**src/rtl/nibble_sequencer.sv**
```systemverilog
// Hex digit counter advanced by a programmable-rate tick divider.
// Supports direction control, parallel load and registered tick/wrap pulses.
module nibble_sequencer #(
   parameter int unsigned CLOCK_HZ = 50000000
) (
   input  logic       clock,
   input  logic       reset,
   input  logic       enable,
   input  logic       up,
   input  logic [1:0] speed,
   input  logic       load,
   input  logic [3:0] load_value,
   output logic [3:0] digit,
   output logic       tick,
   output logic       wrap
);

   localparam int unsigned DIV_W = $clog2(4 * CLOCK_HZ) + 1;

   logic [DIV_W-1:0] div_q, div_d;
   logic [DIV_W-1:0] reload_c;
   logic [3:0]       digit_q, digit_d;
   logic             tick_q, tick_d;
   logic             wrap_q, wrap_d;

   // Divider reload length, sampled only when a period starts
   always_comb begin
      case (speed)
         2'b00:   reload_c = '0;
         2'b01:   reload_c = DIV_W'(CLOCK_HZ - 1);
         2'b10:   reload_c = DIV_W'(2 * CLOCK_HZ - 1);
         default: reload_c = DIV_W'(4 * CLOCK_HZ - 1);
      endcase
   end

   always_comb begin
      div_d   = div_q;
      digit_d = digit_q;
      tick_d  = 1'b0;
      wrap_d  = 1'b0;
      if (load) begin
         digit_d = load_value;
         div_d   = reload_c;
      end else if (enable) begin
         if (div_q == '0) begin
            tick_d = 1'b1;
            div_d  = reload_c;
            if (up) begin
               digit_d = digit_q + 4'd1;
               wrap_d  = (digit_q == 4'hF);
            end else begin
               digit_d = digit_q - 4'd1;
               wrap_d  = (digit_q == 4'h0);
            end
         end else begin
            div_d = div_q - DIV_W'(1);
         end
      end
   end

   always_ff @(posedge clock or posedge reset) begin
      if (reset) begin
         div_q   <= '0;
         digit_q <= '0;
         tick_q  <= 1'b0;
         wrap_q  <= 1'b0;
      end else begin
         div_q   <= div_d;
         digit_q <= digit_d;
         tick_q  <= tick_d;
         wrap_q  <= wrap_d;
      end
   end

   assign digit = digit_q;
   assign tick  = tick_q;
   assign wrap  = wrap_q;

endmodule

```
**config.mk**
```make
export PLATFORM = sky130hd
export DESIGN_NAME = nibble_sequencer
export DESIGN_NICKNAME = d
export VERILOG_FILES = /design/src/rtl/nibble_sequencer.sv
export SDC_FILE = /design/constraint.sdc
export NUM_CORES = 1
export LEC_CHECK = 0
export CAP_MARGIN = 15
export CELL_PAD_IN_SITES_DETAIL_PLACEMENT = 0
export CELL_PAD_IN_SITES_GLOBAL_PLACEMENT = 1
export CORE_ASPECT_RATIO = 0.9
export CORE_MARGIN = 4
export CORE_UTILIZATION = 40
export CTS_CLUSTER_SIZE = 30
export DETAILED_ROUTE_END_ITERATION = 16
export PLACE_DENSITY_LB_ADDON = 0.3
export SETUP_SLACK_MARGIN = 0.02
export SYNTH_ARGS = -nofsm -noshare
export SYNTH_HDL_FRONTEND = slang
export SYNTH_SLANG_ARGS = --single-unit
```
**constraint.sdc**
```tcl
create_clock -name clock -period 1.95 [get_ports clock]
set_clock_uncertainty 0.1 [all_clocks]
set_input_delay 0.195 -clock clock [delete_from_list [all_inputs] [get_ports clock]]
set_output_delay 0.195 -clock clock [all_outputs]
set_load 0.005 [all_outputs]
```
==> summary.txt, run 1 <==
Floorplanning
  – Core Area: 0.00566 mm²
  – Initial Utilization: 40.9%
  – Die width: 88.2 µm
  – Die Y: 80.2 µm
  – Die area: 0.00707 mm²
  – FP Rows: 26
  – I/O pin cnt: 17

Drt
  – M1 WL: 3440 µm
  – First-pass DRT Iterations: 4
  – Drt via density: 5.66
  – DR WL met3: 317 µm
  – Final WL: 7310 µm
  – DRC: 0
  – Wire length per cell: 16.7 µm
  – Vias: 2,474
  – Max layer used: met4
  – Final ANT Viol Nets: 0
  – DR WL met2: 3470 µm
  – First DRT Iteration DRCs: 142

Synthesis
  – Flops & latches, synth: 35
  – Syn. warnings: 0
  – Net count after synthesis: 287
  – Largest family of logic cells by synthesized area: simple AND/OR/NAND/NOR gates
  – Syn Inst Count: 268
  – Post-synth cell types: 51
  – Synth Area in Adders: 4.65%
  – Mux contribution to synthesized area: 1.30%
  – Post-Synth XOR/XNOR Area: 4.16%
  – EDFF count, synth: 0
  – Top_reg_cell synth: dfrtp_1
  – Seq/Total Area, Yosys: 37.8%
  – Syn avg cell area: 8.64 µm²
  – Compound-cell area share of the yosys netlist: 15.1%
  – Synth Area in Simple Gates: 31.5%
  – Post-synthesis async set-or-reset flop share: 100%
  – Post-synth design cell area: 0.00231 mm²

CTS
  – CTS Hold Bufs: 0
  – Clock buffer count from CTS: 5
  – Deepest clock path buffer count: 2
  – Clk sinks: 35
  – CTS tree: yes
  – Root buf cell: clkbuf_8
  – H-tree Lvls: 2
  – Worst-path clk slew: 0.08 ns
  – Worst skew pair latency: 0.29 ns

Global route
  – Largest net degree at the start of global routing: 36
  – Vias in the first global route: 2,532
  – GR Overflow Total: 0
  – Initial antenna violation count: 0
  – First-pass GRT wire length: 12,400 µm
  – Overall Global Routing Usage: 22.8%

Critical path
  – Critical path endpoint category: flip-flop
  – Crit path from: div_q[14]
  – Crit path kind: reg -> reg
  – Worst reg2reg startpoint: div_q[14]
  – Startpoint types: flip-flop
  – CP required: 2.06 ns
  – Crit-path max FO: 3
  – Crit path DAT: 2.24 ns

Final layout
  – Fill cells: 535
  – N_diodes: 0
  – Nets: 385
  – Commonest non-fill, non-tap cell in the layout: buf_4
  – Non-filler instance count after layout: 437
  – Final instance area: 0.00344 mm²
  – Layout Utilization: 60.7%
  – Share of cells above drive strength 1: 35.7%
  – Area growth from synthesis to layout: 48.5%
  – Commonest cells after routing, fill and taps aside: 86 x buf_4, 35 x dfrtp_1, 25 x nor2_1, 18 x nor3_1, 16 x clkdlybuf4s50_1

Placed design
  – IO buf count: 16
  – Placed cell area: 0.00311 mm²
  – Setup slack at placement: -0.345 ns
  – Inst Count DP: 420
  – Post-DP HPWL: 5380 µm
  – GP Congestion: 0.878

Timing
  – # setup viols final: 32
  – Max-slew violations: 0
  – Final hold violations: 0
  – Worst Tran Pin Value: 0.483 ns
  – Period utilization: 109%
  – Rel. slew slack: 67.8%
  – Final worst slack: -0.176 ns
  – Min Hold Slack: 0.219 ns
  – RSZ-0062 raised after global routing: true
  – Peak Freq: 470 MHz
  – Period minus WS final: 2.13 ns
  – Final setup TNS: -2.65 ns

Pwr
  – Worst VDD drop: 0.000376 V
  – Pleak: 1.45 nW
  – Total Power: 1.93 mW
  – PwrDens: 560 mW/mm²

Worst hold path
  – Hold Path Class: in -> async

Status
  – Failing checks: setup timing
  – Outcome: finished, violations left

Run
  – Max cap viols: 0
final timing paths:
check	end	slack (ns)	cells after the start
hold reg to reg	div_q[20]	0.45	2
min in group clock	digit[0]	0.35	3
hold / removal	div_q[26]	0.22	3
setup / recovery	digit[3]	-0.18	5
setup reg to reg	digit[3]	-0.18	5
max in group asynchronous	div_q[8]	1.20	3
Yosys cell counts (all sizes together) (5+ instances only):
cell type | n | area (µm²)
dfrtp | 35 | 876
nor2 | 26 | 100
nor3 | 23 | 115
nand2 | 15 | 56.3
a21oi | 14 | 70.1
inv | 14 | 52.6
clkbuf | 13 | 58.8
nand3 | 13 | 65.1
nor4 | 13 | 103
nand4 | 11 | 75.1
ha | 7 | 87.6
o21ai | 7 | 35.0
or3 | 7 | 45.1
xnor2 | 7 | 61.3
and3 | 6 | 38.8
a31oi | 5 | 31.3
and4 | 5 | 43.8
cells by family after synthesis:
logic type,Yosys count
XOR/XNOR,11
AND/OR/NAND/NOR,130
flip-flops,35
buffers and inverters,30
multiplexers,3
AO/OA/AOI/OAI,51
adder cells (fa/ha/maj),8
layer usage:
metal | vias up | GRT usage (%)
met1 | 1206 | 31.9
met4 | 0 | 5.59
met5 | - | 0
met3 | 10 | 3.18
met2 | 52 | 37.0
li1 | 1206 | -
critical path, stage by stage, from the launching register on:
cell and delay [ns]:
dfrtp_1 0.40, or4_4 0.56, nor4_4 0.21, nand4_2 0.18
or4_1 0.42, a31oi_1 0.17
power breakdown:
part / internal [mW] / switching (mW)
logic: 0.291 / 0.270
clock network: 0.245 / 0.277
registers: 0.790 / 0.0542
total: 1.33 / 0.601
sequential cells by signal, summed over array words and instances (netlist names):
| name | cells |
|---|---|
| div_q | 29 |
| digit | 4 |
| tick | 1 |
| wrap | 1 |
layout make-up:
type / instances / area [µm²] / share of cell area (%)
clock buffer: 5 / 68.8 / 2.00
clock inverter: 3 / 15.0 / 0.437
inverter: 14 / 52.6 / 1.53
multi-input combinational: 203 / 1470 / 42.7
sequential: 35 / 876 / 25.5
tap: 70 / 87.6 / 2.55
timing repair buffer: 107 / 871 / 25.3
repair_timing:
item                       CTS  global route
gates cloned                 1             0
resized for setup           34             1
setup endpoints to repair   32            34
setup buffers                8             0
pin swaps                   20             3
Power figures use the tool's default switching activity.
==> run 2, diff against run 1 <==
--- a/config.mk
+++ b/config.mk
@@ -11,9 +11,11 @@
 export CORE_ASPECT_RATIO = 0.9
 export CORE_MARGIN = 4
 export CORE_UTILIZATION = 40
+export CTS_CLUSTER_DIAMETER = 100
 export CTS_CLUSTER_SIZE = 30
 export DETAILED_ROUTE_END_ITERATION = 16
-export PLACE_DENSITY_LB_ADDON = 0.3
+export PLACE_DENSITY = 0.77
+export REMOVE_ABC_BUFFERS = 1
 export SETUP_SLACK_MARGIN = 0.02
 export SYNTH_ARGS = -nofsm -noshare
 export SYNTH_HDL_FRONTEND = slang
==> run 2 against run 1 <==
The flow still finishes with violations (setup timing). Global-route usage fell by 0.64 points. Fmax is 0.41% lower. Non-clock buffer count fell by 2. Combinational power rose by 4.5%. Count of clock-buffer cells in the layout rose by 1. First-iteration DRC count down 27%. Cell count down 0.46%. Register-to-register slack hardly changed. Utilization up 1.5 points. Routed wire length is 2.3% higher.
==> summary.txt, run 2 (same netlist as run 1, synthesis figures left out) <==
Pwr
  – Total Power: 2.13 mW (+10%)
  – Worst VDD drop: 0.000484 V (+29%)
  – Pleak: 1.48 nW (+2.0%)
  – PwrDens: 604 mW/mm² (+7.7%)

CTS
  – Clk sinks: 35 (unchanged)
  – H-tree Lvls: 2 (unchanged)
  – Worst-path clk slew: 0.08 ns (about the same)
  – CTS tree: yes
  – Worst skew pair latency: 0.30 ns (about the same)
  – Deepest clock path buffer count: 2 (unchanged)
  – CTS Hold Bufs: 0 (unchanged)
  – Root buf cell: clkbuf_8
  – Clock buffer count from CTS: 5 (unchanged)

Global route
  – Largest net degree at the start of global routing: 36 (unchanged)
  – Vias in the first global route: 2,518 (-0.55%)
  – Overall Global Routing Usage: 22.2% (-0.64 points)
  – Initial antenna violation count: 0 (unchanged)
  – First-pass GRT wire length: 12,200 µm (-1.9%)
  – GR Overflow Total: 0 (unchanged)

Timing
  – Rel. slew slack: 68.4% (+0.60 points)
  – Final setup TNS: -1.93 ns (+0.715 ns)
  – Max-slew violations: 0 (unchanged)
  – RSZ-0062 raised after global routing: true
  – # setup viols final: 26 (-19%)
  – Period minus WS final: 2.14 ns (+0.00882 ns)
  – Final worst slack: -0.185 ns (-0.00882 ns)
  – Period utilization: 109% (+0.45 points)
  – Min Hold Slack: 0.207 ns (-0.0120 ns)
  – Worst Tran Pin Value: 0.474 ns (-0.00904 ns)
  – Final hold violations: 0 (unchanged)
  – Peak Freq: 468 MHz (-0.41%)

Critical path
  – Startpoint types: flip-flop
  – Crit-path max FO: 3 (unchanged)
  – Worst reg2reg startpoint: div_q[14]
  – CP cell instances: or4_4, nor4_4, nand4_2, or4_1, a31oi_1
  – Crit-path slowest cell: or4_4
  – CP endpoint: digit[3]
  – R2R Path End: digit[3]
  – R2r setup slk: -0.19 ns (about the same)
  – Crit path kind: reg -> reg
  – Crit path DAT: 2.26 ns (+0.02 ns)
  – CP required: 2.07 ns (about the same)
  – Crit path from: div_q[14]
  – Reg2reg path depth: 5 (unchanged)
  – CP max stage delay: 0.57 ns (about the same)
  – Critical path endpoint category: flip-flop

Drt
  – Final WL: 7470 µm (+2.3%)
  – First-pass DRT Iterations: 4 (unchanged)
  – Final ANT Viol Nets: 0 (unchanged)
  – Drt via density: 5.72 (+1.1%)
  – Wire length per cell: 17.2 µm (+2.8%)
  – DRC: 0 (unchanged)
  – First DRT Iteration DRCs: 103 (-27%)
  – Vias: 2,489 (+0.61%)

Final layout
  – N_diodes: 0 (unchanged)
  – Fill cells: 512 (-4.3%)
  – Max FFs per register: 29 (unchanged)
  – Non-filler instance count after layout: 435 (-0.46%)
  – Commonest non-fill, non-tap cell in the layout: buf_4
  – Register with the most flip-flops: div_q
  – Final instance area: 0.00352 mm² (+2.5%)
  – Commonest cells after routing, fill and taps aside: 80 x buf_4, 35 x dfrtp_1, 21 x nor2_1, 18 x nor3_1, 16 x clkdlybuf4s50_1
  – Area growth from synthesis to layout: 52.2%
  – Layout Utilization: 62.2% (+1.5 points)
  – Share of cells above drive strength 1: 37.8% (+2.1 points)
  – Nets: 383 (-0.52%)

Placed design
  – GP Congestion: 0.899 (+2.4%)
  – IO buf count: 16 (unchanged)
  – Inst Count DP: 420 (unchanged)
  – Post-DP HPWL: 5400 µm (+0.34%)
  – Setup slack at placement: -0.413 ns (-0.0681 ns)
  – Placed cell area: 0.00310 mm² (-0.16%)

Floorplanning
  – Core Area: 0.00566 mm² (unchanged)
  – Initial Utilization: 40.9% (unchanged)
  – Die width: 88.2 µm (unchanged)
  – Die Y: 80.2 µm (unchanged)
  – FP Rows: 26 (unchanged)
  – Die area: 0.00707 mm² (unchanged)
  – I/O pin cnt: 17 (unchanged)

Run
  – Max cap viols: 0 (unchanged)

Worst hold path
  – Hold Path Class: in -> async

Status
  – Outcome: finished, violations left
  – Failing checks: setup timing
## run 2: repair_timing
action                                  CTS  global route
setup buffers                             6             1
endpoints found under the setup margin   32            35
pin swaps                                12             5
gates resized for setup                  37            23
## run 2: how the worst min path moves through the flow
stage          startpoint        end  slack (ns)  cells after the start
3_5_place_dp    div_q[20]  div_q[20]        0.44                      2
3_3_place_gp    div_q[20]  div_q[20]        0.42                      2
2_1_floorplan        load  div_q[28]        0.17                      1
5_1_grt             reset   digit[2]        0.27                      3
4_1_cts             reset       tick        0.23                      3
6_report            reset   digit[2]        0.21                      3
## run 2: area by class of cell
class | instances | area, µm² | area share (%)
clock buffer | 6 | 82.6 | 2.34
clock inverter | 2 | 35.0 | 0.994
inverter | 14 | 52.6 | 1.49
multi-input combinational | 203 | 1530 | 43.4
sequential | 35 | 876 | 24.9
tap | 70 | 87.6 | 2.49
timing repair buffer | 105 | 862 | 24.5
## run 2: worst max-delay path: cells and delay by family (launching register included)
| kind | cells | cell delay [ns] |
|---|---|---|
| compound gates | 1 | 0.18 |
| flops | 1 | 0.38 |
| simple gates | 4 | 1.40 |
## run 2: power by group
group | switching [mW] | leakage (nW) | internal [mW]
Clock | 0.286 | 0.0612 | 0.414
Sequential | 0.0511 | 0.417 | 0.790
Combinational | 0.287 | 0.997 | 0.299
Total | 0.624 | 1.48 | 1.50
## run 2: metal layers
metal / global-route usage [%] / share of wire, %
met1: 30.6 / 47
met4: 5.44 / 1.1
met3: 4.72 / 3.9
met5: 0 / 0
met2: 35.3 / 48
